## src/rtl/gte_cop2_pkg.sv

```systemverilog
// Shared types for the CPU-side GTE COP2 bridge: request op-codes, bridge
// FSM states and the packed request word held in the request queue.
package gte_cop2_pkg;

  localparam int unsigned REG_W  = 6;
  localparam int unsigned DATA_W = 32;
  localparam int unsigned CMD_W  = 25;

  typedef enum logic [1:0] {
    OP_WRITE = 2'd0,
    OP_READ  = 2'd1,
    OP_CMD   = 2'd2,
    OP_RSVD  = 2'd3
  } op_e;

  typedef enum logic [2:0] {
    ST_IDLE      = 3'd0,
    ST_WRITE     = 3'd1,
    ST_READ      = 3'd2,
    ST_RUN       = 3'd3,
    ST_GUARD     = 3'd4,
    ST_WAIT_DONE = 3'd5
  } state_e;

  typedef struct packed {
    op_e               op;
    logic [REG_W-1:0]  regIdx;
    logic [DATA_W-1:0] data;
    logic [CMD_W-1:0]  cmd;
  } req_t;

endpackage

```

## src/rtl/gte_cop2_fifo.sv

```systemverilog
// Synchronous request queue. Pointers carry one extra wrap bit so full and
// empty are distinguished without a separate occupancy counter.
module gte_cop2_fifo
  import gte_cop2_pkg::*;
#(
  parameter int unsigned DEPTH = 2
) (
  input  logic i_clk,
  input  logic i_nRst,
  input  logic i_push,
  input  req_t i_pushData,
  input  logic i_pop,
  output req_t o_popData,
  output logic o_full,
  output logic o_empty
);

  localparam int unsigned   PTR_W   = (DEPTH > 1) ? $clog2(DEPTH) : 1;
  localparam logic [PTR_W:0] PTR_ONE = {{PTR_W{1'b0}}, 1'b1};

  req_t           mem_q [DEPTH];
  logic [PTR_W:0] wrPtr_q, wrPtr_d;
  logic [PTR_W:0] rdPtr_q, rdPtr_d;
  logic           doPush, doPop;

  assign o_empty   = (wrPtr_q == rdPtr_q);
  assign o_full    = (wrPtr_q[PTR_W] != rdPtr_q[PTR_W]) &&
                     (wrPtr_q[PTR_W-1:0] == rdPtr_q[PTR_W-1:0]);
  assign doPop     = i_pop && !o_empty;
  assign doPush    = i_push && (!o_full || doPop);
  assign o_popData = mem_q[rdPtr_q[PTR_W-1:0]];

  // Pointer advance; both may move in the same cycle.
  always_comb begin
    wrPtr_d = wrPtr_q;
    rdPtr_d = rdPtr_q;
    if (doPush) wrPtr_d = wrPtr_q + PTR_ONE;
    if (doPop)  rdPtr_d = rdPtr_q + PTR_ONE;
  end

  // Pointer registers.
  always_ff @(posedge i_clk or negedge i_nRst) begin
    if (!i_nRst) begin
      wrPtr_q <= '0;
      rdPtr_q <= '0;
    end else begin
      wrPtr_q <= wrPtr_d;
      rdPtr_q <= rdPtr_d;
    end
  end

  // Entry storage.
  always_ff @(posedge i_clk or negedge i_nRst) begin
    if (!i_nRst) begin
      mem_q <= '{default: '0};
    end else if (doPush) begin
      mem_q[wrPtr_q[PTR_W-1:0]] <= i_pushData;
    end
  end

endmodule

```

## src/rtl/gte_cop2_bridge.sv

```systemverilog
// CPU-side initiator for the GTE register/command port. Queues COP2 requests
// and replays them to the GTE one at a time, holding everything back while the
// GTE reports it is executing. All GTE-facing signals come straight from flops.
module gte_cop2_bridge
  import gte_cop2_pkg::*;
#(
  parameter int unsigned FIFO_DEPTH = 2,
  parameter int unsigned CNT_W      = 8
) (
  input  logic              i_clk,
  input  logic              i_nRst,
  input  logic              i_reqValid,
  output logic              o_reqReady,
  input  logic [1:0]        i_reqOp,
  input  logic [REG_W-1:0]  i_reqReg,
  input  logic [DATA_W-1:0] i_reqData,
  input  logic [CMD_W-1:0]  i_reqCmd,
  output logic              o_rdValid,
  output logic [DATA_W-1:0] o_rdData,
  output logic              o_busy,
  output logic [REG_W-1:0]  o_gteRegID,
  output logic              o_gteWrite,
  output logic [DATA_W-1:0] o_gteData,
  output logic [CMD_W-1:0]  o_gteInstr,
  output logic              o_gteRun,
  input  logic [DATA_W-1:0] i_gteData,
  input  logic              i_gteExecuting,
  output logic [CNT_W-1:0]  o_lastCmdCycles
);

  req_t              pushReq, headReq;
  logic              fifoFull, fifoEmpty;
  logic              issue;

  state_e            state_q, state_d;
  logic [REG_W-1:0]  regId_q, regId_d;
  logic [DATA_W-1:0] wrData_q, wrData_d;
  logic [CMD_W-1:0]  instr_q, instr_d;
  logic              write_q, write_d;
  logic              run_q, run_d;
  logic              rdValid_q, rdValid_d;
  logic [DATA_W-1:0] rdData_q, rdData_d;
  logic [CNT_W-1:0]  cnt_q, cnt_d;
  logic [CNT_W-1:0]  last_q, last_d;

  assign pushReq = '{op: op_e'(i_reqOp), regIdx: i_reqReg, data: i_reqData, cmd: i_reqCmd};

  // Reserved ops are popped through the same issue path but leave the GTE
  // outputs untouched, so the queue never stalls on them.
  assign issue = (state_q == ST_IDLE) && !fifoEmpty && !i_gteExecuting;

  gte_cop2_fifo #(.DEPTH(FIFO_DEPTH)) u_fifo (
    .i_clk     (i_clk),
    .i_nRst    (i_nRst),
    .i_push    (i_reqValid && o_reqReady),
    .i_pushData(pushReq),
    .i_pop     (issue),
    .o_popData (headReq),
    .o_full    (fifoFull),
    .o_empty   (fifoEmpty)
  );

  // Next-state and registered-output decode; strobes default low each cycle.
  always_comb begin
    state_d   = state_q;
    regId_d   = regId_q;
    wrData_d  = wrData_q;
    instr_d   = instr_q;
    write_d   = 1'b0;
    run_d     = 1'b0;
    rdValid_d = 1'b0;
    rdData_d  = rdData_q;
    cnt_d     = cnt_q;
    last_d    = last_q;
    unique case (state_q)
      ST_IDLE: begin
        if (issue) begin
          unique case (headReq.op)
            OP_WRITE: begin
              regId_d  = headReq.regIdx;
              wrData_d = headReq.data;
              write_d  = 1'b1;
              state_d  = ST_WRITE;
            end
            OP_READ: begin
              regId_d = headReq.regIdx;
              state_d = ST_READ;
            end
            OP_CMD: begin
              regId_d = headReq.regIdx;
              instr_d = headReq.cmd;
              run_d   = 1'b1;
              state_d = ST_RUN;
            end
            default: state_d = ST_IDLE;
          endcase
        end
      end
      ST_WRITE: state_d = ST_IDLE;
      ST_READ: begin
        rdData_d  = i_gteData;
        rdValid_d = 1'b1;
        state_d   = ST_IDLE;
      end
      ST_RUN: state_d = ST_GUARD;
      ST_GUARD: begin
        cnt_d   = '0;
        state_d = ST_WAIT_DONE;
      end
      ST_WAIT_DONE: begin
        if (i_gteExecuting) begin
          if (cnt_q != '1) cnt_d = cnt_q + 1'b1;
        end else begin
          last_d  = cnt_q;
          state_d = ST_IDLE;
        end
      end
      default: state_d = ST_IDLE;
    endcase
  end

  // State and output registers.
  always_ff @(posedge i_clk or negedge i_nRst) begin
    if (!i_nRst) begin
      state_q   <= ST_IDLE;
      regId_q   <= '0;
      wrData_q  <= '0;
      instr_q   <= '0;
      write_q   <= 1'b0;
      run_q     <= 1'b0;
      rdValid_q <= 1'b0;
      rdData_q  <= '0;
      cnt_q     <= '0;
      last_q    <= '0;
    end else begin
      state_q   <= state_d;
      regId_q   <= regId_d;
      wrData_q  <= wrData_d;
      instr_q   <= instr_d;
      write_q   <= write_d;
      run_q     <= run_d;
      rdValid_q <= rdValid_d;
      rdData_q  <= rdData_d;
      cnt_q     <= cnt_d;
      last_q    <= last_d;
    end
  end

  assign o_reqReady      = !fifoFull;
  assign o_busy          = !fifoEmpty || (state_q != ST_IDLE) || i_gteExecuting;
  assign o_gteRegID      = regId_q;
  assign o_gteWrite      = write_q;
  assign o_gteData       = wrData_q;
  assign o_gteInstr      = instr_q;
  assign o_gteRun        = run_q;
  assign o_rdValid       = rdValid_q;
  assign o_rdData        = rdData_q;
  assign o_lastCmdCycles = last_q;

endmodule

```

## config.mk

```make
export PLATFORM = sky130hd
export DESIGN_NAME = gte_cop2_bridge
export DESIGN_NICKNAME = d
export VERILOG_FILES = /design/src/rtl/gte_cop2_pkg.sv /design/src/rtl/gte_cop2_fifo.sv /design/src/rtl/gte_cop2_bridge.sv
export SDC_FILE = /design/constraint.sdc
export NUM_CORES = 1
export LEC_CHECK = 0
export ABC_AREA = 1
export BUFFER_PORTS_ARGS = -buffer_cell sky130_fd_sc_hd__buf_2
export CORE_ASPECT_RATIO = 0.5
export CORE_MARGIN = 4
export CORE_UTILIZATION = 35
export CTS_CLUSTER_SIZE = 30
export DETAILED_ROUTE_END_ITERATION = 12
export HOLD_SLACK_MARGIN = 0.12
export PLACE_DENSITY_LB_ADDON = 0.3
export SYNTH_ARGS = -nofsm -noshare
export SYNTH_HDL_FRONTEND = slang
export SYNTH_HIERARCHICAL = 1
export SYNTH_SLANG_ARGS = --single-unit
export TNS_END_PERCENT = 5
```

## constraint.sdc

```tcl
create_clock -name i_clk -period 1.85 [get_ports i_clk]
set_input_delay 0.2775 -clock i_clk [delete_from_list [all_inputs] [get_ports i_clk]]
set_output_delay 0.2775 -clock i_clk [all_outputs]
set_load 0.01 [all_outputs]
```

==> reports/metrics.yaml, run 1 <==
powerDensity_mw_per_mm2: 1760
avgSynthCellArea_sq_um: 8.10
ys_seq_elements: 251
ir_drop_mv: 0.881
fin_skew_ns: 0.0164
drive_gt1_share_pct: 21.0
wl_per_cell_microns: 15.5
num_vias: 10119
r2r_slack_ns: 0.05
initial_core_util_pct: 36.0
ioPinCount: 209
postRouteAntennaNets: 0
grt_pass1_vias: 9865
path_class: "flop to primary output"
drv_cap: 0
drc: 0
numCtsBuffers: 24
htree_levels: 1
hold_viol: 0
required_ns: 1.57
clockRootBuffer: "clkbuf_16"
timing.fmax_ghz: 0.516
wirelength_mm: 32.8
tightest_slew_ns: 0.460
placed_cell_area_sq_mm: 0.0129
place_congestion: 0.797
pre_cts_slack_ns: 0.0182
hp-class: "primary input to flop"
dieHeight_microns: 134
period_needed_ns: 1.94
endpoint_kind: "primary output"
hold_slack_ns: 0.179
track_usage_pct: 18.7
crit_family: "buffers and inverters"
layout_common_cells: "785 x nand2_1, 249 x dfrtp_1, 206 x buf_2, 133 x nand4_1, 98 x dlygate4sd3_1"
syn_to_final_growth_pct: 34.9
grt-ovfl-total: 0
clockBufferDepth: 3
clk_latency_ns: 0.53
crit_slowest_cell: "dfrtp_1"
path_max_fanout: 3
dieArea_sq_mm: 0.0347
p_leak_nw: 8.16
path_cells: "inv_2 > nand2_2 > nand2_2 > inv_2 > nand2_4 > inv_4 > buf_6 > nand3_4 > buf_6"
final_util_pct: 48.5
core_area_sq_mm: 0.0307
maxSlewViolCount: 0
fillCellCount: 2991
dieWidth_microns: 259
vias_per_cell: 4.78
dp_hpwl_mm: 20.6
maxSlewHeadroom_pct: 69.3
crit_buf_inv: 5
final_common_cell: "nand2_1"
fin_ws_ns: -0.0874
status: "finished with violations"
yosysSeqAreaShare_pct: 56.8
grt_start_max_net_pins: 60
grt_pass1_wl_mm: 53.3
fin_crit_sh_pct: 105
cts_sinks: 251
antenna_found_initial: 1
syn-cell-area_sq_mm: 0.0111
cp_slowest_stage_delay_ns: 0.38
drt_iter0_markers: 752
startpoint_type: "flop"
yosys_warnings: 6
power_mw: 26.3
placement.io_buffers: 208
cts_tree: "yes"
firstDrtPassIters: 5
synth_nets: 1470
fin_area_sq_mm: 0.0149
postSynthCellCount: 1365
setup_violations: 2
fin_nets: 1780
clk_pin_slew_ns: 0.07
worstPathArrival_ns: 1.66
grt_setup_unrepaired: "yes"
violations: "negative setup slack"
synth_cell_types: 26
rows: 45
==> synthesized netlist by cell type, drive strengths merged <==
cell type	number	area (sq um)
o31ai	1	7.51
ha	4	50.1
nand3	26	153
clkinv	2	8.75
clkbuf	36	135
a21oi	5	25.0
nor2	13	51.3
xnor2	1	8.76
o21ai	10	50.1
nand2	796	3000
dfrtp	251	6280
o211ai	1	7.51
inv	26	97.6
buf	58	328
nor3	1	16.3
nand4	133	832
or2	1	6.26
==> state kept, by name, summed over array words and instances, names as in the netlist <==
| name | count |
|---|---|
| cnt_q | 8 |
| o_gteData | 32 |
| o_gteInstr | 25 |
| o_gteRegID | 6 |
| o_gteRun | 1 |
| o_gteWrite | 1 |
| o_lastCmdCycles | 8 |
| o_rdData | 32 |
| o_rdValid | 1 |
| state_q | 3 |
| u_fifo/mem_q | 130 |
| u_fifo/rdPtr_q | 2 |
| u_fifo/wrPtr_q | 2 |
==> metrics by stage <==
step | setup TNS [ns] | instances
floorplan | -0.906 | 1365
global placement | 0 | 1964
detailed placement | 0 | 1964
CTS | -0.142 | 2113
global route | -1.38 | 2117
finish | -0.152 | 2117
==> final timing paths <==
check	startpoint	to	cells after the start
max	u_fifo/wrPtr_q[1]	o_busy	9
min	i_reqValid	u_fifo/wrPtr_q[0]	5
max reg2reg	u_fifo/wrPtr_q[0]	u_fifo/mem_q[111]	8
min reg2reg	o_lastCmdCycles[4]	o_lastCmdCycles[4]	2
max in group asynchronous	i_nRst	o_rdData[14]	3
min in group asynchronous	i_nRst	o_gteData[30]	2
==> tightest hold or removal path, stage by stage <==
cell,delay (ns)
buf_2,0.09
inv_1,0.09
nor2_4,0.06
nand3_2,0.10
nand2_1,0.06
==> timing repair <==
| item | CTS | global route |
|---|---|---|
| buffers inserted | 7 | 4 |
| pin swaps | 4 | 6 |
| gates cloned | 0 | 1 |
| resized for setup | 9 | 28 |
| hold endpoints to repair | 413 | 0 |
| setup endpoints to repair | 3 | 199 |
| hold buffers | 98 | 0 |
==> layer usage <==
metal,routed length [microns],part of all wire (%),track usage (%)
met5,0,0,0
met4,918,2.8,5.36
met3,1190,3.6,2.96
met2,16100,49,31.7
met1,14700,45,25.1
==> cells by family (layout without fill, tap and decap cells) <==
family                   count (synthesis)  in the layout  synth area share, %
AO/OA/AOI/OAI                           17             17                0.815
XOR/XNOR                                 1              1               0.0792
adder cells (fa/ha/maj)                  4              4                0.453
buffers and inverters                  122            450                 5.15
flip-flops                             251            251                 56.8
other                                    0              1                    0
AND/OR/NAND/NOR                        970            970                 36.7
==> where the power goes <==
group / total, mW / internal [mW] / leakage (nW) / switching, mW
sequential: 9.22 / 7.96 / 3.18 / 1.26
combinational: 11.7 / 4.43 / 4.58 / 7.30
clock: 5.32 / 3.13 / 0.413 / 2.19
total: 26.3 / 15.5 / 8.16 / 10.7
==> final cells by class <==
type	instances	area, sq um	share of cell area, %
clock inverters	10	133	0.889
inverters	28	115	0.772
diodes	1	2.50	0.0168
well taps	423	529	3.55
repair buffers	378	2860	19.2
multi-input cells	992	4270	28.7
clock buffers	34	719	4.82
flip-flops and latches	251	6280	42.1
Note: power is estimated with default switching activity, not from simulation.
==> inputs of run 2 (changes only) <==
==> constraint.sdc (replaced) <==
create_clock -name i_clk -period 2.4 [get_ports i_clk]
set_input_delay 0.36 -clock i_clk [delete_from_list [all_inputs] [get_ports i_clk]]
set_output_delay 0.36 -clock i_clk [all_outputs]
set_load 0.01 [all_outputs]
==> run 2 against run 1 <==
Effect of this change: the run now ends clean; routed wire length shrank 4.2%; first-iteration DRC count shrank 18%; sequential power shrank 23%; clock skew grew 0.0050 ns; worst setup slack gained 0.36 ns; cell count shrank 2.0%; critical path depth shrank 1; largest cell class unchanged.
==> reports/metrics.yaml, run 2 (synthesis gave the netlist of run 1 again) <==
largest_reg_flops: 130  # unchanged
pwr-share-seq_pct: 37.5  # +2.4 points
post_cts_buffers: 0  # -7
dieArea_sq_mm: 0.0347  # unchanged
fin_skew_ns: 0.0214  # +0.00496 ns
required_ns: 2.88  # +1.31 ns
power_mw: 19.0  # -28%
htree_levels: 1  # unchanged
rows: 45  # unchanged
postRouteAntennaNets: 0  # unchanged
clockBufferDepth: 3  # unchanged
pwr-share-clk_pct: 20.4  # about the same
clk_latency_ns: 0.54  # about the same
worstPathArrival_ns: 2.61  # +0.95 ns
hp-class: "primary input to flop"
drv_cap: 0  # unchanged
powerDensity_mw_per_mm2: 1330  # -25%
final_common_cell: "nand2_1"
maxSlewViolCount: 0  # unchanged
fin_area_sq_mm: 0.0143  # -3.9%
firstDrtPassIters: 5  # unchanged
grt-ovfl-total: 0  # unchanged
dp_hpwl_mm: 18.9  # -8.4%
pre_cts_slack_ns: 0.323  # +0.305 ns
antenna_found_initial: 0  # -1
tightest_slew_ns: 0.990  # +0.530 ns
numCtsBuffers: 25  # +4.2%
combPwrFrac_pct: 42.2  # -2.4 points
maxSlewHeadroom_pct: 34.0  # -35 points
hold_viol: 0  # unchanged
ioPinCount: 209  # unchanged
top_register: "u_fifo/mem_q"
endpoint_kind: "flop"
drt_iter0_markers: 613  # -18%
core_area_sq_mm: 0.0307  # unchanged
switching_share_pct: 41.7  # +0.82 points
cts_sinks: 251  # unchanged
initial_core_util_pct: 36.0  # unchanged
placement.io_buffers: 208  # unchanged
path_class: "flop to flop"
p_int_mw: 11.1  # -29%
track_usage_pct: 17.9  # -0.81 points
dieWidth_microns: 259  # unchanged
ctsResizeCount: 0  # -9
drive_gt1_share_pct: 18.0  # -3.0 points
fin_ws_ns: 0.270  # +0.357 ns
setup_violations: 0  # -2
clockRootBuffer: "clkbuf_16"
grt_pass1_wl_mm: 51.1  # -4.1%
clk_pin_slew_ns: 0.06  # about the same
dieHeight_microns: 134  # unchanged
timing.fmax_ghz: 0.469
switchingPower_mw: 7.93  # -26%
layout_common_cells: "792 x nand2_1, 249 x dfrtp_1, 207 x buf_2, 133 x nand4_1, 98 x dlygate4sd3_1"
setup_tns_ns: 0  # +0.152 ns
grt_start_max_net_pins: 91  # +52%
placed_cell_area_sq_mm: 0.0126  # -2.3%
drc: 0  # unchanged
cts_tree: "yes"
p_leak_nw: 7.88  # -3.5%
status: "finished, final reports clean"
place_congestion: 0.788  # -1.2%
vias_per_cell: 4.71  # -1.4%
wirelength_mm: 31.5  # -4.2%
syn_to_final_growth_pct: 29.7
wl_per_cell_microns: 15.2  # -2.2%
startpoint_type: "flop"
fillCellCount: 3032  # +1.4%
insertedDiodeCount: 0  # -1
grt_pass1_vias: 9576  # -2.9%
fin_crit_sh_pct: 88.8
fin_nets: 1739  # -2.3%
period_needed_ns: 2.13
grt_setup_unrepaired: "no"
path_max_fanout: 90  # +87
num_vias: 9783  # -3.3%
ir_drop_mv: 0.792  # -10%
[run 2: cell type report]
| type | count | area (sq um) | area share (%) |
|---|---|---|---|
| inverter | 28 | 106 | 0.742 |
| clock buffer | 35 | 713 | 4.97 |
| sequential | 251 | 6280 | 43.8 |
| clock inverter | 10 | 83.8 | 0.585 |
| tap | 423 | 529 | 3.69 |
| timing repair buffer | 336 | 2410 | 16.8 |
| multi-input combinational | 992 | 4220 | 29.4 |
[run 2: worst paths after layout]
| check | start | endpoint | slack (ns) | cells past startpoint |
|---|---|---|---|---|
| max in group asynchronous | i_nRst | o_rdData[12] | 1.21 | 3 |
| min | i_reqValid | u_fifo/wrPtr_q[0] | 0.27 | 6 |
| min in group asynchronous | i_nRst | u_fifo/mem_q[13] | 0.36 | 2 |
| max | u_fifo/rdPtr_q[1] | u_fifo/mem_q[9] | 0.27 | 8 |
| max reg2reg | u_fifo/rdPtr_q[1] | u_fifo/mem_q[9] | 0.27 | 8 |
| min reg2reg | o_lastCmdCycles[7] | o_lastCmdCycles[7] | 0.47 | 2 |
[run 2: through the flow]
stage / cells / util [%] / hold slack (ns)
after floorplan: 1365 / - / 0.0644
after global placement: 1932 / 40.9 / 0.363
after detailed placement: 1932 / 40.9 / 0.363
after CTS: 2075 / 46.6 / 0.249
after global routing: 2075 / 46.6 / 0.277
final: 2075 / 46.6 / 0.274
[run 2: power groups by stage]
stage	clock, mW	combinational [mW]	sequential, mW
after floorplan	0	4.99	7.37
after global placement	0	7.86	7.12
after detailed placement	0	7.94	7.18
after CTS	3.99	8.10	7.12
after global routing	4.16	9.10	7.35
final	3.87	8.02	7.12
[run 2: repair_timing]
item | in CTS | in global routing
endpoints found under the setup margin | 0 | 0
hold buffers | 98 | 0
endpoints found under the hold margin | 228 | 0
[run 2: critical path: stages (launching register included)]
cell,delay [ns]
dfrtp_1,0.42
nand2_1,0.08
nand2_1,0.09
inv_1,0.08
a21oi_1,0.07
nor2_4,0.18
buf_4,0.74
nand4_1,0.20
nand2_1,0.12
[run 2: layer usage]
layer	up-vias	GRT usage [%]	part of all wire (%)
met1	4651	24.0	45
li1	4889	-	-
met3	51	2.83	3.8
met2	192	30.7	49
met5	-	0	0
met4	0	4.55	2.2
